### config.mk
export PLATFORM = sky130hd
export DESIGN_NAME = hash_collector_flat
export DESIGN_NICKNAME = d
export VERILOG_FILES = /design/src/rtl/hash_collector_pkg.sv /design/src/rtl/hash_collector_if.sv /design/src/rtl/hash_byte_ser.sv /design/src/rtl/hash_collector.sv /design/src/flat_wrapper.sv
export SDC_FILE = /design/constraint.sdc
export NUM_CORES = 1
export LEC_CHECK = 0
export ABC_AREA = 1
export CORE_MARGIN = 4
export CORE_UTILIZATION = 49
export DETAILED_ROUTE_END_ITERATION = 8
export PLACE_DENSITY = 0.87
export SYNTH_ARGS = -nofsm -noshare
export SYNTH_HDL_FRONTEND = slang
export SYNTH_SLANG_ARGS = --single-unit
export TNS_END_PERCENT = 20
### constraint.sdc
create_clock -name clk -period 7.3 [get_ports clk]
set_clock_uncertainty 0.1 [all_clocks]
set_input_delay 1.095 -clock clk [delete_from_list [all_inputs] [get_ports clk]]
set_output_delay 1.095 -clock clk [all_outputs]
set_load 0.1 [all_outputs]
### src/rtl/hash_collector_pkg.sv
// Shared types and sizes for the hash digest collector.
package hash_collector_pkg;
  localparam int WORDS = 4;
  localparam int BYTES = 16;

  typedef logic [31:0] word_t;

  typedef enum logic [1:0] {
    IDLE   = 2'd0,
    CAP    = 2'd1,
    STREAM = 2'd2
  } state_e;
endpackage

### src/rtl/hash_collector_if.sv
// Datapath/control/consumer signals of the hash collector; master drives, slave is the collector.
interface hash_collector_if;
  import hash_collector_pkg::*;

  word_t                data_in;
  logic                 data_out_valid;
  logic [8*BYTES-1:0]   expected;
  logic                 byte_ready;
  logic                 clr_err;
  logic [8*BYTES-1:0]   digest;
  logic                 digest_valid;
  logic                 match;
  logic [7:0]           byte_out;
  logic                 byte_valid;
  logic                 busy;
  logic                 err_short;
  logic                 err_overflow;

  modport master (
    output data_in, data_out_valid, expected, byte_ready, clr_err,
    input  digest, digest_valid, match, byte_out, byte_valid, busy, err_short, err_overflow
  );

  modport slave (
    input  data_in, data_out_valid, expected, byte_ready, clr_err,
    output digest, digest_valid, match, byte_out, byte_valid, busy, err_short, err_overflow
  );
endinterface

### src/rtl/hash_byte_ser.sv
// Streams the digest one byte per valid/ready handshake, LSB byte first; zero latency from active_i.
// Holds the current byte while byte_ready_i is low; last_o flags the handshake on the final byte.
module hash_byte_ser
  import hash_collector_pkg::*;
(
  input  logic               clk,
  input  logic               rst,
  input  logic               active_i,
  input  logic [8*BYTES-1:0] digest_i,
  input  logic               byte_ready_i,
  output logic [7:0]         byte_out_o,
  output logic               byte_valid_o,
  output logic               last_o
);
  logic [3:0] bcnt_q;
  logic [3:0] bcnt_d;
  logic       xfer;

  assign xfer         = active_i & byte_ready_i;
  assign last_o       = xfer && (bcnt_q == 4'(BYTES - 1));
  // Natural 4-bit wrap returns bcnt to 0 after the last byte.
  assign bcnt_d       = xfer ? bcnt_q + 4'd1 : bcnt_q;
  assign byte_valid_o = active_i;
  assign byte_out_o   = active_i ? digest_i[8*bcnt_q +: 8] : 8'h00;

  always_ff @(posedge clk) begin
    if (rst) begin
      bcnt_q <= '0;
    end else begin
      bcnt_q <= bcnt_d;
    end
  end
endmodule

### src/rtl/hash_collector.sv
// Captures a 4-word hash burst into a 128-bit digest, compares it with expected, then streams it bytewise.
// digest_valid/byte_valid rise the cycle after the 4th word; words arriving mid-stream are dropped and flagged.
module hash_collector
  import hash_collector_pkg::*;
(
  input logic             clk,
  input logic             rst,
  hash_collector_if.slave hc
);
  state_e             state_q;
  logic [1:0]         wcnt_q;
  word_t              words_q [WORDS];
  logic               match_q;
  logic               err_short_q;
  logic               err_ovf_q;
  logic               last_byte;
  logic               stream_act;
  logic [7:0]         ser_byte;
  logic               ser_valid;
  logic [8*BYTES-1:0] digest;

  assign digest     = {words_q[3], words_q[2], words_q[1], words_q[0]};
  assign stream_act = (state_q == STREAM);

  hash_byte_ser u_ser (
    .clk          (clk),
    .rst          (rst),
    .active_i     (stream_act),
    .digest_i     (digest),
    .byte_ready_i (hc.byte_ready),
    .byte_out_o   (ser_byte),
    .byte_valid_o (ser_valid),
    .last_o       (last_byte)
  );

  always_ff @(posedge clk) begin
    if (rst) begin
      state_q     <= IDLE;
      wcnt_q      <= '0;
      match_q     <= 1'b0;
      err_short_q <= 1'b0;
      err_ovf_q   <= 1'b0;
      for (int i = 0; i < WORDS; i++) words_q[i] <= '0;
    end else begin
      // Clear first so an error event later in this block wins.
      if (hc.clr_err) begin
        err_short_q <= 1'b0;
        err_ovf_q   <= 1'b0;
      end
      case (state_q)
        IDLE: begin
          if (hc.data_out_valid) begin
            words_q[0] <= hc.data_in;
            wcnt_q     <= 2'd1;
            state_q    <= CAP;
          end
        end
        CAP: begin
          if (hc.data_out_valid) begin
            words_q[wcnt_q] <= hc.data_in;
            wcnt_q          <= wcnt_q + 2'd1;
            if (wcnt_q == 2'(WORDS - 1)) begin
              match_q <= ({hc.data_in, words_q[2], words_q[1], words_q[0]} == hc.expected);
              state_q <= STREAM;
            end
          end else begin
            err_short_q <= 1'b1;
            wcnt_q      <= '0;
            state_q     <= IDLE;
          end
        end
        STREAM: begin
          if (hc.data_out_valid) err_ovf_q <= 1'b1;
          if (last_byte) state_q <= IDLE;
        end
        default: state_q <= IDLE;
      endcase
    end
  end

  assign hc.digest       = digest;
  assign hc.digest_valid = stream_act;
  assign hc.match        = match_q;
  assign hc.byte_out     = ser_byte;
  assign hc.byte_valid   = ser_valid;
  assign hc.busy         = (state_q != IDLE);
  assign hc.err_short    = err_short_q;
  assign hc.err_overflow = err_ovf_q;
endmodule

### src/flat_wrapper.sv
// flat-port wrapper written by rule: the top's interface ports become plain ports
module hash_collector_flat import hash_collector_pkg::*;
  (clk, rst, hc_data_in, hc_data_out_valid, hc_expected, hc_byte_ready, hc_clr_err, hc_digest, hc_digest_valid, hc_match, hc_byte_out, hc_byte_valid, hc_busy, hc_err_short, hc_err_overflow);
  hash_collector_if hc_i ();
  input logic clk;
  input logic rst;
  input wire logic [$bits(hc_i.data_in)-1:0] hc_data_in;
  input wire logic [$bits(hc_i.data_out_valid)-1:0] hc_data_out_valid;
  input wire logic [$bits(hc_i.expected)-1:0] hc_expected;
  input wire logic [$bits(hc_i.byte_ready)-1:0] hc_byte_ready;
  input wire logic [$bits(hc_i.clr_err)-1:0] hc_clr_err;
  output wire logic [$bits(hc_i.digest)-1:0] hc_digest;
  output wire logic [$bits(hc_i.digest_valid)-1:0] hc_digest_valid;
  output wire logic [$bits(hc_i.match)-1:0] hc_match;
  output wire logic [$bits(hc_i.byte_out)-1:0] hc_byte_out;
  output wire logic [$bits(hc_i.byte_valid)-1:0] hc_byte_valid;
  output wire logic [$bits(hc_i.busy)-1:0] hc_busy;
  output wire logic [$bits(hc_i.err_short)-1:0] hc_err_short;
  output wire logic [$bits(hc_i.err_overflow)-1:0] hc_err_overflow;
  assign hc_i.data_in = hc_data_in;
  assign hc_i.data_out_valid = hc_data_out_valid;
  assign hc_i.expected = hc_expected;
  assign hc_i.byte_ready = hc_byte_ready;
  assign hc_i.clr_err = hc_clr_err;
  assign hc_digest = hc_i.digest;
  assign hc_digest_valid = hc_i.digest_valid;
  assign hc_match = hc_i.match;
  assign hc_byte_out = hc_i.byte_out;
  assign hc_byte_valid = hc_i.byte_valid;
  assign hc_busy = hc_i.busy;
  assign hc_err_short = hc_i.err_short;
  assign hc_err_overflow = hc_i.err_overflow;
  hash_collector u_core (.clk(clk), .rst(rst), .hc(hc_i));
endmodule
# Word level (Yosys, flattened, before mapping)
# Memories as Yosys holds them, arrays and structs flattened.
# Cells that the tools add are included.
# word_totals
output_inout_bits,142
mem_bits_rw,128
in_bits,165
reg_bits,11
mem_count,1
romBits,0
wordCells,55
latchBits,0
# memory_table
name,words,word_bits,read_ports,rd_clocked_by_memory_dff,write_ports,line_no,rtl
u_core.words_q,4,32,4,0,4,hash_collector.sv:12,word_t words_q [WORDS];
# classes
bitwise_logic,2
n_reduce_logical,8
mul,0
eq_ne,8
magnitude_cmp,0
div,0
shifts,1
addsub,2
n_mux,27
# ops
operator,count
128-bit == test,1
128-bit by 8-bit variable part select with 8-bit output,1
32-bit 2-to-1 mux,2
32-bit OR reduction,1
1-bit 2-to-1 mux,16
2-bit 2-to-1 mux,6
8-bit 2-to-1 mux,1
2-bit case mux with 3 select lines,1
3-bit AND reduction,2
"4-bit by 1-bit adder with 4-bit output, second input constant",1
"2-bit == test, second input constant",2
"4-bit == test, second input constant",1
2-bit case mux with 2 select lines,1
2-bit nonzero test,2
"3-bit by 2-bit != test with 1-bit output, second input constant",1
"2-bit by 1-bit adder with 2-bit output, second input constant",1
"2-bit by 1-bit == test with 1-bit output, second input constant",1
2-bit logical NOT,1
"2-bit by 1-bit != test with 1-bit output, second input constant",1
"2-bit != test, second input constant",1
2-bit AND reduction,1
1-bit bitwise AND,1
1-bit logical AND,1
1-bit bitwise OR,1

# Depth between registers and ports, before layout
# Gate-level depths: netlist (run 1).
# logic_depth
depth_word,6
ltp_mapped,12
ltp_nobuf,12

# Hierarchy
# Synthesis (run 1) repeated with hierarchy kept, for this count alone.
# unflattened
cells_unflattened,1140
area_unflattened_um2,8829.7
# by_module_without_submodules
mod,seq_area_each_um2,n_inst,cells_per_inst,area_per_inst_um2
hash_collector,3983.8,1,710,6965.4
hash_byte_ser,80.1,1,430,1864.3

# Worst setup path after synthesis (run 1)
# Ideal clock, no wire load.
# synth_timing
kind,register to output
from,reg u_core.state_q[1]
to,out hc_byte_out[0]
path_buffers,0
required_time_ns,6.105
t_arrival_ns,4.170
stages_incl_launch_ff,5
path_slack_ns,1.935
cell_sequence,dfxtp_1 -> inv_1 -> nor2_1 -> clkinv_1 -> a31oi_1
# synth_between
elab_chain_cells,2
# synth_lines
element,line_no,rtl
from (decl),hash_collector.sv:10,state_e state_q;
from (signal assigned),hash_collector.sv:38,state_q <= IDLE;
from (signal assigned),hash_collector.sv:55,state_q <= CAP;
from (signal assigned),hash_collector.sv:64,state_q <= STREAM;
2-bit == test,hash_collector.sv:23,assign stream_act = (state_q == STREAM);
net hc_byte_valid,flat_wrapper.sv:16,output wire logic [$bits(hc_i.byte_valid)-1:0] hc_byte_valid;
8-bit 2-to-1 mux,hash_byte_ser.sv:24,assign byte_out_o = active_i ? digest_i[8*bcnt_q +: 8] : 8'h00;
to (decl),flat_wrapper.sv:15,output wire logic [$bits(hc_i.byte_out)-1:0] hc_byte_out;
# The timed path passes the listed nets, and every way through them passes these cells.

# Final worst setup path (run 1)
# layout_timing
from,reg u_core.u_ser.bcnt_q[1]
to,out hc_byte_out[4]
# layout_between
elab_chain_cells,2
# layout_lines
element,line_no,rtl
from (decl),hash_byte_ser.sv:15,logic [3:0] bcnt_q;
from (signal assigned),hash_byte_ser.sv:30,bcnt_q <= bcnt_d;
128-bit by 8-bit variable part select with 8-bit output,hash_byte_ser.sv:24,
8-bit 2-to-1 mux,hash_byte_ser.sv:24,
# No other way between the ends.

==> qor.txt, run 1 <==
Outcome: complete, no violations
Syn nets: 1,135
Post-CTS Repair Setup Buffers: 0
Pre-CTS WS: 2.67 ns
Placed cell areas: 11,500 µm²
Clock-pin transition on the worst setup and hold timing paths: 0.06 ns
Drt total wl: 33.5 mm
Setup WS post-layout: 2.09 ns
Post-Layout Inst Area: 12,100 µm²
Most frequent cells in the layout: clkdlybuf4s50_1 (306), nand2_1 (185), nor2_1 (149), edfxtp_1 (128), inv_1 (111)
# hold bufs at CTS: 0
# DRC: 0
Fraction of layout cells with a size suffix above 1: 0.0653
Post-synth ARST share: 0
Power Dens Cells: 210 nW/µm²
Routed Antenna Nets: 0
HPWL after DPL: 25.4 mm
Sw Share: 0.355
Drt pass-1 iters: 9
Die Wd: 139 µm
Peak VDD IR: 0.128 mV
WL/cell: 22.5 µm
H-tree Lvls: 4
Port buffer count: 306
Total number of vias: 8,526
Clock sink count: 139
Crit Path Class: reg -> out
Clock Power Share: 0.327
Synth Instances: 968
GRT busiest layer: met2
Global-route usage over all layers: 0.337
Nets: 1,427
GP Congestion: 0.938
Yosys cell types: 38
Setup violators final: 0
ANT cells: 0
RSZ-0062 raised after global routing: no
Pleak: 0.00461 µW
M3 GR Usage: 0.102
Slew margin rel.: 0.271
Clk buf depth: 2
Max Freq: 0.192 GHz
CP required: 6.11 ns
Core Util, Final: 0.726
Sequential Power Share: 0.386
Total grt overflow: 0
First-pass GRT wire length: 48.9 mm
Core footprint: 16,600 µm²
Switch Pwr: 900 µW
Synth Register Bits: 139
Seq/Total Area, Yosys: 0.487
Starting DRT DRC Count: 1,330
Maxcap violations: 0
Grt met2 use: 0.529
Vias in the first global route: 8,088
Die H: 139 µm
Internal power: 1640 µW
Num CTS Buffers: 17
Clock Latency Late Sink: 0.42 ns
Synthesized area: 8350 µm²
Antenna violations before repair: 2
Ys Warns: 0
Initial Utilization: 0.502
Root Driver: clkbuf_16
CP Max Fanout: 27
Slew @ Worst Pin: 1.09 ns
Die Area: 19,200 µm²
Post-Route Setup TNS: 0 ns
IO Pins: 307
GR Layer Usage met1: 0.446
Most common cell after layout, fill and taps aside: clkdlybuf4s50_1
Number of vias per cell: 5.72
Critical Path AT: 4.02 ns
Shortest period the worst path allows: 5.21 ns
Final hold vios: 0
Largest net degree at the start of global routing: 66
Crit start category: register
Synth-to-layout area growth: 44.8%
Max Slew Vio Count: 0
Hold Crit Class: reg -> reg
Cts repair resizes: 0
Post-synth EDFFs: 128
Gate power share: 0.287
TritonCTS clock tree: done
Syn Area/Cell: 8.62 µm²
Fin crit share: 0.714
Primary FF master, synth: edfxtp_1
Worst Setup End Kind: output port
Rows: 47
-- power groups by stage --
| stage | registers (µW) | clock network (µW) | logic, µW |
|---|---|---|---|
| finish | 980 | 829 | 727 |
| detailed placement | 993 | 0 | 720 |
| floorplan | 1300 | 0 | 153 |
| global route | 982 | 859 | 753 |
| global placement | 993 | 0 | 715 |
| CTS | 977 | 822 | 724 |
-- per-layer routing --
metal	wire, µm	vias up
met4	1280	4
met2	15200	735
met5	27	-
met3	4710	105
li1	-	3778
met1	12200	3904
-- worst paths after layout --
path                                        startpoint               endpoint  slack, ns  cells after the start
worst max-delay path            u_core.u_ser.bcnt_q[1]         hc_byte_out[4]       2.09                      8
worst min-delay path               u_core.hc.err_short    u_core.hc.err_short       0.38                      2
worst max register to register       u_core.state_q[1]  u_core.words_q[1][17]       4.43                      6
worst min register to register     u_core.hc.err_short    u_core.hc.err_short       0.38                      2
-- state kept, by name (all words and copies together), names as in the netlist --
name and count:
u_core.u_ser.bcnt_q 4, u_core.wcnt_q 2, u_core.words_q 128, u_core.hc.err_short 1, u_core.hc.err_overflow 1, u_core.hc.match 1
u_core.state_q 2
-- worst max-delay path, cell delays in order, from the launching register on --
cell	delay, ns
dfxtp_1	0.78
buf_4	0.42
inv_2	0.31
a21oi_1	0.20
o21ai_0	0.12
o211ai_1	0.14
nand3_1	0.18
a31oi_1	0.22
clkdlybuf4s50_1	1.21
-- synthesized netlist by cell type (9+ instances only) --
master / number / area [µm²]
nand2_1: 185 / 694
nor2_1: 149 / 559
edfxtp_1: 128 / 3840
inv_1: 112 / 420
xnor2_1: 87 / 762
o21ai_0: 74 / 370
nor3_1: 39 / 195
nor3_2: 28 / 280
a21oi_1: 24 / 120
buf_2: 15 / 75.1
clkbuf_1: 15 / 56.3
nand3_1: 13 / 65.1
o22ai_1: 12 / 75.1
dfxtp_1: 11 / 220
a31oi_1: 9 / 56.3
-- metrics by stage --
stage / power [µW] / hold WS (ns) / cells
after floorplan: 1450 / 0.368 / 968
after global placement: 1710 / 0.352 / 1461
after detailed placement: 1710 / 0.366 / 1461
after CTS: 2520 / 0.373 / 1491
after global routing: 2590 / 0.410 / 1491
final: 2540 / 0.375 / 1491
-- cell type report --
class                   count  area, µm²
multi-input cells         668       3610
well taps                 220        275
flip-flops and latches    139       4070
repair buffers            315       3130
fillers                  1251       4560
clock buffers              18        429
inverters                 119        449
clock inverters            12        128
-- cell families after synthesis --
| group | count (synthesis) | share of synthesized area |
|---|---|---|
| compound gates | 140 | 0.0979 |
| flops | 139 | 0.487 |
| simple gates | 431 | 0.232 |
| buf+inv | 161 | 0.0806 |
| xor+xnor | 95 | 0.0997 |
| fa+ha+maj | 2 | 0.00300 |
No activity file was read; power rests on OpenSTA's default activity.
==> inputs of run 2 (changes only) <==
Settings changed: CORE_UTILIZATION 49 to 41, PLACE_DENSITY 0.87 to 0.78.
Clock period 7.3 ns to 4.5 ns, I/O delays scaled along.
==> qor.txt, run 2 (synthesis results as in run 1) <==
Outcome: complete, no violations
Post-CTS Repair Setup Buffers: 0
Clock sink count: 139
Shortest period the worst path allows: 3.59 ns
Crit start category: register
Slew @ Worst Pin: 1.02 ns
Clk buf depth: 2
H-tree Lvls: 4
Sw Share: 0.355
Initial Utilization: 0.423
Total number of vias: 8,373
Most frequent cells in the layout: clkdlybuf4s50_1 (298), nand2_1 (185), nor2_1 (149), edfxtp_1 (128), inv_1 (111)
Top reg by flops: u_core.words_q
Fraction of layout cells with a size suffix above 1: 0.0690
Overall power: 4010 µW
# fillers: 1,683
Nets: 1,429
Starting DRT DRC Count: 1,106
CP required: 3.72 ns
Port buffer count: 306
Setup WS post-layout: 0.912 ns
Die Area: 22,700 µm²
Clock Latency Late Sink: 0.42 ns
Die Wd: 151 µm
Max Freq: 0.279 GHz
Largest register FFs: 128
Slew margin rel.: 0.317
Routed Antenna Nets: 0
Rows: 51
Critical path, cell by cell: inv_2 > buf_4 > o21ai_0 > o211ai_1 > o211ai_1 > a31oi_1 > buf_4
Drt total wl: 33.8 mm
Peak VDD IR: 0.304 mV
Global-route usage over all layers: 0.290
Hold_ws: 0.366 ns
Crit Path Class: reg -> out
CP bufs+invs: 3
HPWL after DPL: 26.0 mm
RSZ-0062 raised after global routing: no
Die H: 151 µm
Fin crit share: 0.797
RR Startpoint: u_core.state_q[0]
IO Pins: 307
GP Congestion: 0.974
Hold Crit Class: reg -> reg
Post-Route Setup TNS: 0 ns
Drt pass-1 iters: 5
First-pass GRT wire length: 48.1 mm
Worst path max stage delay: 0.53 ns
Cts repair resizes: 0
WL/cell: 22.0 µm
Synth-to-layout area growth: 45.2%
Setup violators final: 0
Final hold vios: 0
Antenna violations before repair: 1
Clock-pin transition on the worst setup and hold timing paths: 0.06 ns
Maxcap violations: 0
Sequential Power Share: 0.396
Max Slew Vio Count: 0
Pre-CTS WS: 0.730 ns
# DRC: 0
CP delay by family, top: buffers and inverters
Worst Setup End Kind: output port
TritonCTS clock tree: done
ANT cells: 0
Min-delay src: u_core.hc.err_short
Root Driver: clkbuf_16
Core Util, Final: 0.615
Total grt overflow: 0
Biggest regs: u_core.words_q (128), u_core.u_ser.bcnt_q (4)
Core footprint: 19,700 µm²
Gate power share: 0.294
Number of vias per cell: 5.44
Crit. Startpoint: u_core.u_ser.bcnt_q[0]
Most common cell after layout, fill and taps aside: clkdlybuf4s50_1
# hold bufs at CTS: 0
Power Dens Cells: 331 nW/µm²
CP Max Fanout: 45
Internal power: 2590 µW
Clock Power Share: 0.310
Vias in the first global route: 7,930
Critical Path AT: 2.81 ns
Pleak: 0.00463 µW
Num CTS Buffers: 17
Switch Pwr: 1430 µW
Largest net degree at the start of global routing: 84
CP max stage cell: inv_2
## run 2: changes by cell type in the layout (fill, tap and decap cells not counted)
cell,change
buf_12,+2
clkinv_2,+2
clkinv_1,+7
bufinv_16,-1
clkinv_4,-2
clkinvlp_4,-4
clkdlybuf4s50_1,-8
buf_4,+8
## run 2: worst register-to-register path, stage by stage (launching register included)
cell and delay (ns):
dfxtp_1 0.49, inv_2 0.08, nor2_4 0.13, nand2_2 0.08
nor2_4 0.12, inv_2 0.08, o21ai_4 0.70, nand2_1 0.54
buf_4 0.41
## run 2: routing by layer
metal | part of all wire | up-vias | global-route usage
met5 | 0.00021 | - | 0
met4 | 0.031 | 2 | 0.0952
met3 | 0.13 | 80 | 0.0819
met2 | 0.47 | 609 | 0.462
met1 | 0.38 | 3899 | 0.385
li1 | - | 3783 | -
## run 2: final timing paths
path                                        endpoint  slack (ns)  cells past startpoint
worst max-delay path                  hc_byte_out[1]        0.91                      7
worst min register to register   u_core.hc.err_short        0.37                      2
worst max register to register  u_core.words_q[0][5]        1.50                      8
worst min-delay path             u_core.hc.err_short        0.37                      2
## run 2: cell type report
type                            instances  area (µm²)  area share
Tap cell                              265         332      0.0274
Inverter                              119         449      0.0371
Clock inverter                         14        86.3     0.00712
Sequential cell                       139        4070       0.335
Multi-Input combinational cell        668        3610       0.298
Timing Repair Buffer                  317        3150       0.260
Clock buffer                           18         429      0.0354
## run 2: power by group through the flow
stage | clock network [µW] | registers, µW | logic [µW]
after floorplan | 0 | 2110 | 249
after global placement | 0 | 1610 | 1170
after detailed placement | 0 | 1610 | 1170
after CTS | 1240 | 1590 | 1180
after global routing | 1300 | 1590 | 1230
final | 1240 | 1590 | 1180
## run 2: metrics by stage
step	cells	instance area, µm²
after floorplan	968	8350
after global placement	1508	11600
after detailed placement	1508	11600
after CTS	1540	12100
after global routing	1540	12100
final	1540	12100
==> inputs of run 3 (changes only) <==
Settings changed: CORE_UTILIZATION 41 to 46, PLACE_DENSITY 0.78 to 0.82.
Clock period 4.5 ns to 3.55 ns, I/O delays scaled along.
==> qor.txt, run 3 (synthesis results as in run 1) <==
Outcome: complete, no violations
Antenna violations before repair: 1
Total number of vias: 8,437
Clock sink count: 139
Fraction of layout cells with a size suffix above 1: 0.106
Largest net degree at the start of global routing: 64
Total grt overflow: 0
Die Wd: 143 µm
First-pass GRT wire length: 49.1 mm
Most common cell after layout, fill and taps aside: clkdlybuf4s50_1
GP Congestion: 0.923
CP required: 2.92 ns
Most frequent cells in the layout: clkdlybuf4s50_1 (271), nand2_1 (185), nor2_1 (148), edfxtp_1 (128), inv_1 (111)
RR Startpoint: u_core.state_q[1]
Number of vias per cell: 5.60
# hold bufs at CTS: 0
RSZ-0062 raised after global routing: no
Core footprint: 17,500 µm²
Maxcap violations: 0
Reg2reg end: u_core.words_q[1][18]
Shortest period the worst path allows: 3.17 ns
Cts repair resizes: 0
Nets: 1,437
WL/cell: 22.7 µm
Crit start category: register
Num CTS Buffers: 17
Pre-CTS WS: 0.515 ns
Top reg by flops: u_core.words_q
Rows: 48
Starting DRT DRC Count: 1,220
Post-CTS Repair Setup Buffers: 0
Hold Crit Class: reg -> reg
Final hold vios: 0
Core Util, Final: 0.698
Fin crit share: 0.892
Clock Power Share: 0.331
ANT cells: 0
Root Driver: clkbuf_16
Placed cell areas: 11,700 µm²
Largest register FFs: 128
Drt pass-1 iters: 6
Peak VDD IR: 0.348 mV
Biggest regs: u_core.words_q (128), u_core.u_ser.bcnt_q (4)
Clk buf depth: 2
Cells on Worst Hold Path: 2
Clock Latency Late Sink: 0.42 ns
R2R Setup Slk: 1.26 ns
Switch Pwr: 1830 µW
Sw Share: 0.349
Pleak: 0.00476 µW
Crit Path Class: reg -> out
Max Slew Vio Count: 0
Port buffer count: 306
# DRC: 0
Hold_ws: 0.381 ns
Gate power share: 0.286
Routed Antenna Nets: 0
Hold Crit Endpoint: u_core.hc.err_short
Setup violators final: 0
Min-delay src: u_core.hc.err_short
Synth-to-layout area growth: 46.8%
Clock-pin transition on the worst setup and hold timing paths: 0.06 ns
Worst Setup End Kind: output port
Die H: 143 µm
TritonCTS clock tree: done
HPWL after DPL: 26.3 mm
CP Max Fanout: 27
Slew @ Worst Pin: 1.05 ns
Initial Utilization: 0.476
IO Pins: 307
Vias in the first global route: 8,226
Setup WS post-layout: 0.382 ns
Global-route usage over all layers: 0.326
Sequential Power Share: 0.383
Die Area: 20,400 µm²
Post-Layout Inst Area: 12,200 µm²
Internal power: 3420 µW
Power Dens Cells: 429 nW/µm²
Max Freq: 0.316 GHz
R2R cell count: 5
Critical Path AT: 2.54 ns
H-tree Lvls: 4
Drt total wl: 34.2 mm
Slew margin rel.: 0.301
## run 3: worst max-delay path by stage
stage                                       from  slack [ns]                     to
after CTS                 u_core.u_ser.bcnt_q[0]        0.45         hc_byte_out[6]
final                     u_core.u_ser.bcnt_q[1]        0.38         hc_byte_out[3]
after global routing      u_core.u_ser.bcnt_q[1]        0.30         hc_byte_out[6]
after global placement                       rst        0.56   u_core.words_q[1][1]
after detailed placement                     rst        0.52  u_core.words_q[2][23]
after floorplan                u_core.state_q[1]       -0.18         hc_byte_out[0]
## run 3: metrics by stage
stage	instances	setup TNS, ns	power [µW]
finish	1506	0	5250
global placement	1476	0	3520
floorplan	968	-1.41	2990
CTS	1506	0	5240
detailed placement	1476	0	3530
global route	1506	0	5390
## run 3: area by class of cell
| cell class | instances | area (µm²) |
|---|---|---|
| Fill cell | 1371 | 5290 |
| Sequential cell | 139 | 4070 |
| Multi-Input combinational cell | 668 | 3660 |
| Timing Repair Buffer | 325 | 3230 |
| Inverter | 119 | 449 |
| Clock buffer | 18 | 429 |
| Tap cell | 225 | 282 |
| Clock inverter | 12 | 131 |
## run 3: worst max-delay path, stage by stage (launching register included)
cell and delay (ns):
dfxtp_1 0.29, buf_4 0.20, inv_2 0.44, o21ai_0 0.21, o221ai_1 0.24, nand3_1 0.22
a31oi_2 0.27, buf_12 0.22
## run 3: routing by layer
layer  vias up  GRT usage  share of wire
met2       687      0.528           0.47
met1      3855      0.415           0.36
met4         2      0.133          0.036
met5         -          0        0.00056
li1       3795          -              -
met3        98     0.0901           0.14
## run 3: power by group through the flow
stage / combinational [µW] / sequential (µW) / clock, µW
after global routing: 1560 / 2020 / 1810
after CTS: 1500 / 2010 / 1730
after detailed placement: 1490 / 2040 / 0
after global placement: 1480 / 2040 / 0
final: 1500 / 2010 / 1740
after floorplan: 317 / 2670 / 0
